[src/rtl/sevenseg_scan.sv]
// Time-multiplexed scan controller for a common-anode seven-segment display.
// Optional PWM dimming is enabled by defining SEVENSEG_SCAN_PWM_EN.
module sevenseg_scan #(
   parameter int DIGITS       = 8,
   parameter int SLOT_CYCLES  = 1024,
   parameter int BLANK_CYCLES = 16,
   localparam int DW = (DIGITS > 1) ? $clog2(DIGITS) : 1
) (
   input  logic                  clk,
   input  logic                  rst,
   input  logic [7*DIGITS-1:0]   sevenseg,
   input  logic [DIGITS-1:0]     digit_en,
   input  logic [3:0]            brightness,
   output logic [DIGITS-1:0]     an,
   output logic [6:0]            seg,
   output logic [DW-1:0]         digit,
   output logic                  frame_start,
   output logic [1:0]            scan_state
);

   localparam int DRIVE_CYCLES = SLOT_CYCLES - BLANK_CYCLES;
   localparam int CW = $clog2(SLOT_CYCLES);
   localparam logic [CW-1:0] LAST_SLOT  = CW'(SLOT_CYCLES - 1);
   localparam logic [CW-1:0] LAST_BLANK = CW'(BLANK_CYCLES - 1);

   if (DRIVE_CYCLES % 16 != 0) begin : g_bad_drive
      $error("sevenseg_scan: SLOT_CYCLES-BLANK_CYCLES must be a multiple of 16");
   end
   if (DIGITS < 1 || DIGITS > 16) begin : g_bad_digits
      $error("sevenseg_scan: DIGITS must be in 1..16");
   end
   if (BLANK_CYCLES < 1 || BLANK_CYCLES > SLOT_CYCLES - 16) begin : g_bad_blank
      $error("sevenseg_scan: BLANK_CYCLES must be in 1..SLOT_CYCLES-16");
   end

   typedef enum logic [1:0] {
      ST_BLANK = 2'd0,
      ST_DRIVE = 2'd1,
      ST_DARK  = 2'd2
   } state_t;

   state_t              state_q, state_n;
   logic [CW-1:0]       cnt_q, cnt_n;
   logic [DW-1:0]       digit_q, digit_n, next_digit, cand;
   logic [DIGITS-1:0]   an_q, an_n;
   logic [6:0]          seg_q, seg_n;
   logic                frame_q, frame_n;
   logic                found;
   logic                last_slot, last_blank, drive_done;
   logic [6:0]          pat [DIGITS];

   for (genvar g = 0; g < DIGITS; g++) begin : g_pat
      assign pat[g] = sevenseg[7*g +: 7];
   end

   assign last_slot  = (cnt_q == LAST_SLOT);
   assign last_blank = (cnt_q == LAST_BLANK);

`ifdef SEVENSEG_SCAN_PWM_EN
   localparam int ON_UNIT = DRIVE_CYCLES / 16;
   logic [3:0] bright_q;

   // Brightness is frozen together with the segment snapshot for the whole slot.
   always_ff @(posedge clk) begin
      if (rst) begin
         bright_q <= 4'd0;
      end else if (state_q == ST_BLANK && last_blank) begin
         bright_q <= brightness;
      end
   end

   assign drive_done = (int'(cnt_q) == BLANK_CYCLES + ON_UNIT * (int'(bright_q) + 1) - 1);
`else
   logic unused_brightness;
   assign unused_brightness = ^brightness;
   assign drive_done = 1'b0;
`endif

   // Round-robin search starting after the current digit, ending on itself.
   always_comb begin
      next_digit = digit_q;
      found      = 1'b0;
      cand       = digit_q;
      for (int i = 0; i < DIGITS; i++) begin
         if (cand == DW'(DIGITS - 1)) cand = '0;
         else                         cand = cand + 1'b1;
         if (!found && digit_en[cand]) begin
            next_digit = cand;
            found      = 1'b1;
         end
      end
   end

   always_comb begin
      state_n = state_q;
      cnt_n   = cnt_q + 1'b1;
      digit_n = digit_q;
      an_n    = an_q;
      seg_n   = seg_q;
      frame_n = 1'b0;
      if (last_slot) begin
         cnt_n   = '0;
         state_n = ST_BLANK;
         an_n    = '1;
         seg_n   = 7'h7F;
         digit_n = next_digit;
         frame_n = (next_digit <= digit_q);
      end else begin
         case (state_q)
            ST_BLANK: begin
               an_n  = '1;
               seg_n = 7'h7F;
               if (last_blank) begin
                  if (digit_en[digit_q]) begin
                     state_n = ST_DRIVE;
                     an_n    = ~(DIGITS'(1) << digit_q);
                     seg_n   = pat[digit_q];
                  end else begin
                     state_n = ST_DARK;
                  end
               end
            end
            ST_DRIVE: begin
               if (!digit_en[digit_q] || drive_done) begin
                  state_n = ST_DARK;
                  an_n    = '1;
                  seg_n   = 7'h7F;
               end
            end
            default: begin
               state_n = ST_DARK;
               an_n    = '1;
               seg_n   = 7'h7F;
            end
         endcase
      end
   end

   always_ff @(posedge clk) begin
      if (rst) begin
         state_q <= ST_BLANK;
         cnt_q   <= '0;
         digit_q <= '0;
         an_q    <= '1;
         seg_q   <= 7'h7F;
         frame_q <= 1'b0;
      end else begin
         state_q <= state_n;
         cnt_q   <= cnt_n;
         digit_q <= digit_n;
         an_q    <= an_n;
         seg_q   <= seg_n;
         frame_q <= frame_n;
      end
   end

   assign an          = an_q;
   assign seg         = seg_q;
   assign digit       = digit_q;
   assign frame_start = frame_q;
   assign scan_state  = state_q;

endmodule
[config.mk]
export PLATFORM = sky130hd
export DESIGN_NAME = sevenseg_scan
export DESIGN_NICKNAME = d
export VERILOG_FILES = /design/src/rtl/sevenseg_scan.sv
export SDC_FILE = /design/constraint.sdc
export NUM_CORES = 1
export LEC_CHECK = 0
export ABC_AREA = 1
export CORE_MARGIN = 2
export CORE_UTILIZATION = 46
export DETAILED_ROUTE_END_ITERATION = 12
export PLACE_DENSITY = 0.76
export SYNTH_ARGS = -nofsm -noshare
export SYNTH_HDL_FRONTEND = slang
export SYNTH_SLANG_ARGS = --single-unit
[constraint.sdc]
create_clock -name clk -period 8.24 [get_ports clk]
set_clock_uncertainty 0.1 [all_clocks]
set_input_delay 1.236 -clock clk [delete_from_list [all_inputs] [get_ports clk]]
set_output_delay 1.236 -clock clk [all_outputs]
set_load 0.005 [all_outputs]
==> qor.yml <==
drc: 0
clock_sinks: 31
gp_congestion: 0.926
cts_hold_buf: 0
ir_worst_vdd_mv: 0.123
synth_nets: 573
synth_area_per_cell_um2: 5.86
ant_nets: 0
core_region_area_um2: 5990
syn_to_final_growth_pct: 34.9
reg2reg_depth: 18
n_fill_cell: 576
cp.required_ns: 8.31
die_area_um2: 6890
cts_buffer_depth: 2
dp_hpwl_um: 6240
nets: 653
crit_buf_inv: 2
synth_seq_cells: 31
slew_headroom_pct: 48.1
ys_types: 36
ioPinCount: 91
cp_slowest_cell: "dfxtp_1"
fin_crit_sh_pct: 51.3
clk_latency_ns: 0.29
synth_edf_count: 0
yosys-top-cells-area: "dfxtp_1 (22%), nand2_1 (21%), nand3_1 (9.4%)"
cpMostUsedCell: "nand2_1"
synth_ff_type: "dfxtp_1"
fin_cells: 646
min_path_type: "flop to flop"
drt_pass1_iterations: 4
cp-endpoint: "frame_start"
cp_cell_sequence: "inv_2 > ha_1 > inv_2 > nand2_1 > nand2_2 > nand2_1 > nand3_1 > nand2_1 > nand3_4 > nor2_4 > nand2_2 > nor3_4 > nand2_1 > a21boi_1 > ha_1 > nand2_1 > o21ai_0 > a21oi_1"
worstSetupPathDepth: 18
grt_max_degree: 44
initialDrtViolationCount: 187
dieHeight_um: 83.0
crit_type: "flop to flop"
max_cap_violations: 0
tns_ns: 0
rr_endpoint: "frame_start"
grt_pass1_vias: 3156
antenna_found_initial: 0
drt_wl_total_um: 8020
clk_pin_slew_ns: 0.07
final_hold_viol_count: 0
cts_resized: 0
grt_use_total_pct: 23.4
worst_setup_path_end_kind: "flop"
viasPerCell: 5.27
tightest_slew_ns: 0.777
r2r_slack_ns: 4.01
grt_pass1_wl_um: 13600
clockRootBuffer: "clkbuf_8"
cp-startpoint: "digit[1]"
max_stage_delay_ns: 0.83
synth_area_leader_cell: "dfxtp_1"
yosysSeqAreaShare_pct: 21.6
fmax_mhz: 237
status: "finished, final reports clean"
worst_setup_path_start_kind: "flop"
layout-drive-gt1-share_pct: 7.71
synth_top_area_share_pct: 21.6
r2r-start: "digit[1]"
diodes: 0
htreeDepth: 2
async_flop_share_pct: 0
setup_violations: 0
rsz0062_at_grt: "no"
syn_area_um2: 2870
finalCriticalPeriod_ns: 4.23
initial_utilization_pct: 47.9
slew_viol_final: 0
port_buffers: 86
synthCells: 490
crit_arrival_ns: 4.30
tritoncts: "yes"
critPathMaxFanout: 22
power_density_nw_per_um2: 96.9
num_vias: 3406
row_count: 28
p_leak_nw: 1.74
crit_family: "simple AND/OR/NAND/NOR gates"
finalPower_uw: 375
numCtsBuffers: 5
post_cts_buffers: 0
fp.dieW_um: 83.0
utilization_pct: 64.7
wl_per_cell_um: 12.4
grt.overflow.total: 0
place_inst: 638
ys_warn_count: 0
## cells by family (layout without fill, tap and decap cells)
kind of cell | Yosys count | after routing | synth area share (%)
compound gates | 82 | 82 | 15.7
flops | 31 | 31 | 21.6
simple gates | 306 | 306 | 48.3
xor+xnor | 1 | 1 | 0.305
fa+ha+maj | 13 | 13 | 5.66
buf+inv | 57 | 138 | 8.41
## cell usage after synthesis (2+ instances only)
library cell / instances
o211ai_1: 2
ha_1: 13
nand2_2: 13
clkinv_1: 2
nor4_1: 3
a21oi_1: 10
nor2_4: 3
nand3_2: 4
clkbuf_1: 10
inv_1: 36
nor3_4: 2
inv_2: 4
o22ai_1: 14
nand3_1: 54
nand2_4: 2
o21ai_0: 47
nor3_1: 6
nor2_1: 49
buf_6: 2
nand2_1: 164
dfxtp_1: 31
o21ai_1: 5
## power breakdown
part | leakage (nW) | switching, mW | internal, mW
registers | 0.251 | 0.000711 | 0.151
clock network | 0.0612 | 0.0567 | 0.0977
logic | 1.43 | 0.0291 | 0.0400
total | 1.74 | 0.0865 | 0.289
## how the worst min path moves through the flow
| stage | slack, ns | depth (start not counted) | start | endpoint |
|---|---|---|---|---|
| after detailed placement | 0.34 | 1 | cnt_q[0] | cnt_q[0] |
| after floorplan | 0.32 | 1 | cnt_q[0] | cnt_q[0] |
| after global routing | 0.38 | 1 | cnt_q[0] | cnt_q[0] |
| final | 0.34 | 1 | cnt_q[0] | cnt_q[0] |
| after CTS | 0.35 | 1 | cnt_q[0] | cnt_q[0] |
| after global placement | 0.33 | 1 | cnt_q[0] | cnt_q[0] |
## per-stage QoR
stage | setup WS [ns] | hold slack (ns) | cell area (µm²)
3_3_place_gp | 4.11 | 0.330 | 3760
3_5_place_dp | 4.08 | 0.335 | 3760
5_1_grt | 3.67 | 0.377 | 3870
6_report | 4.01 | 0.344 | 3870
4_1_cts | 4.01 | 0.351 | 3870
2_1_floorplan | 4.86 | 0.318 | 2870
## layout make-up
cell class	instances	area (µm²)	share of cell area [%]
clock inverter	2	35.0	0.904
tap	75	93.8	2.42
inverter	42	158	4.07
sequential	31	621	16.0
multi-input combinational	402	2010	51.9
timing repair buffer	88	876	22.6
clock buffer	6	82.6	2.13
## layout by cell type, fill, tap and decap left out, drive strengths merged
cell type	n
nand4	1
dfxtp	31
buf	2
o21ai	53
xor2	1
inv	40
ha	13
a31oi	1
bufinv	1
nand3b	1
nand2	179
nor3	8
clkdlybuf4s50	86
a21boi	1
clkbuf	6
or2	1
nand3	59
clkinv	3
a21oi	11
nor4	3
nor2	53
o211ai	2
nor3b	1
o22ai	14
## sequential cells by signal (all words and copies together), names as in the netlist
register,count
an,8
seg,7
frame_start,1
digit,3
scan_state,2
cnt_q,10
## metal layers
layer | part of all wire, % | track usage (%)
met4 | 2.1 | 7.60
met1 | 46 | 29.1
met5 | 0 | 0
met2 | 46 | 40.8
met3 | 5.4 | 4.27
## worst reg2reg max path, stage by stage (launching register included)
cell,delay (ns)
dfxtp_1,0.83
inv_2,0.37
ha_1,0.61
inv_2,0.18
nand2_1,0.12
nand2_2,0.14
nand2_1,0.09
nand3_1,0.08
nand2_1,0.14
nand3_4,0.10
nor2_4,0.12
nand2_2,0.09
nor3_4,0.25
nand2_1,0.11
a21boi_1,0.14
ha_1,0.31
nand2_1,0.06
o21ai_0,0.18
a21oi_1,0.09
No activity file was read; power rests on OpenSTA's default activity.
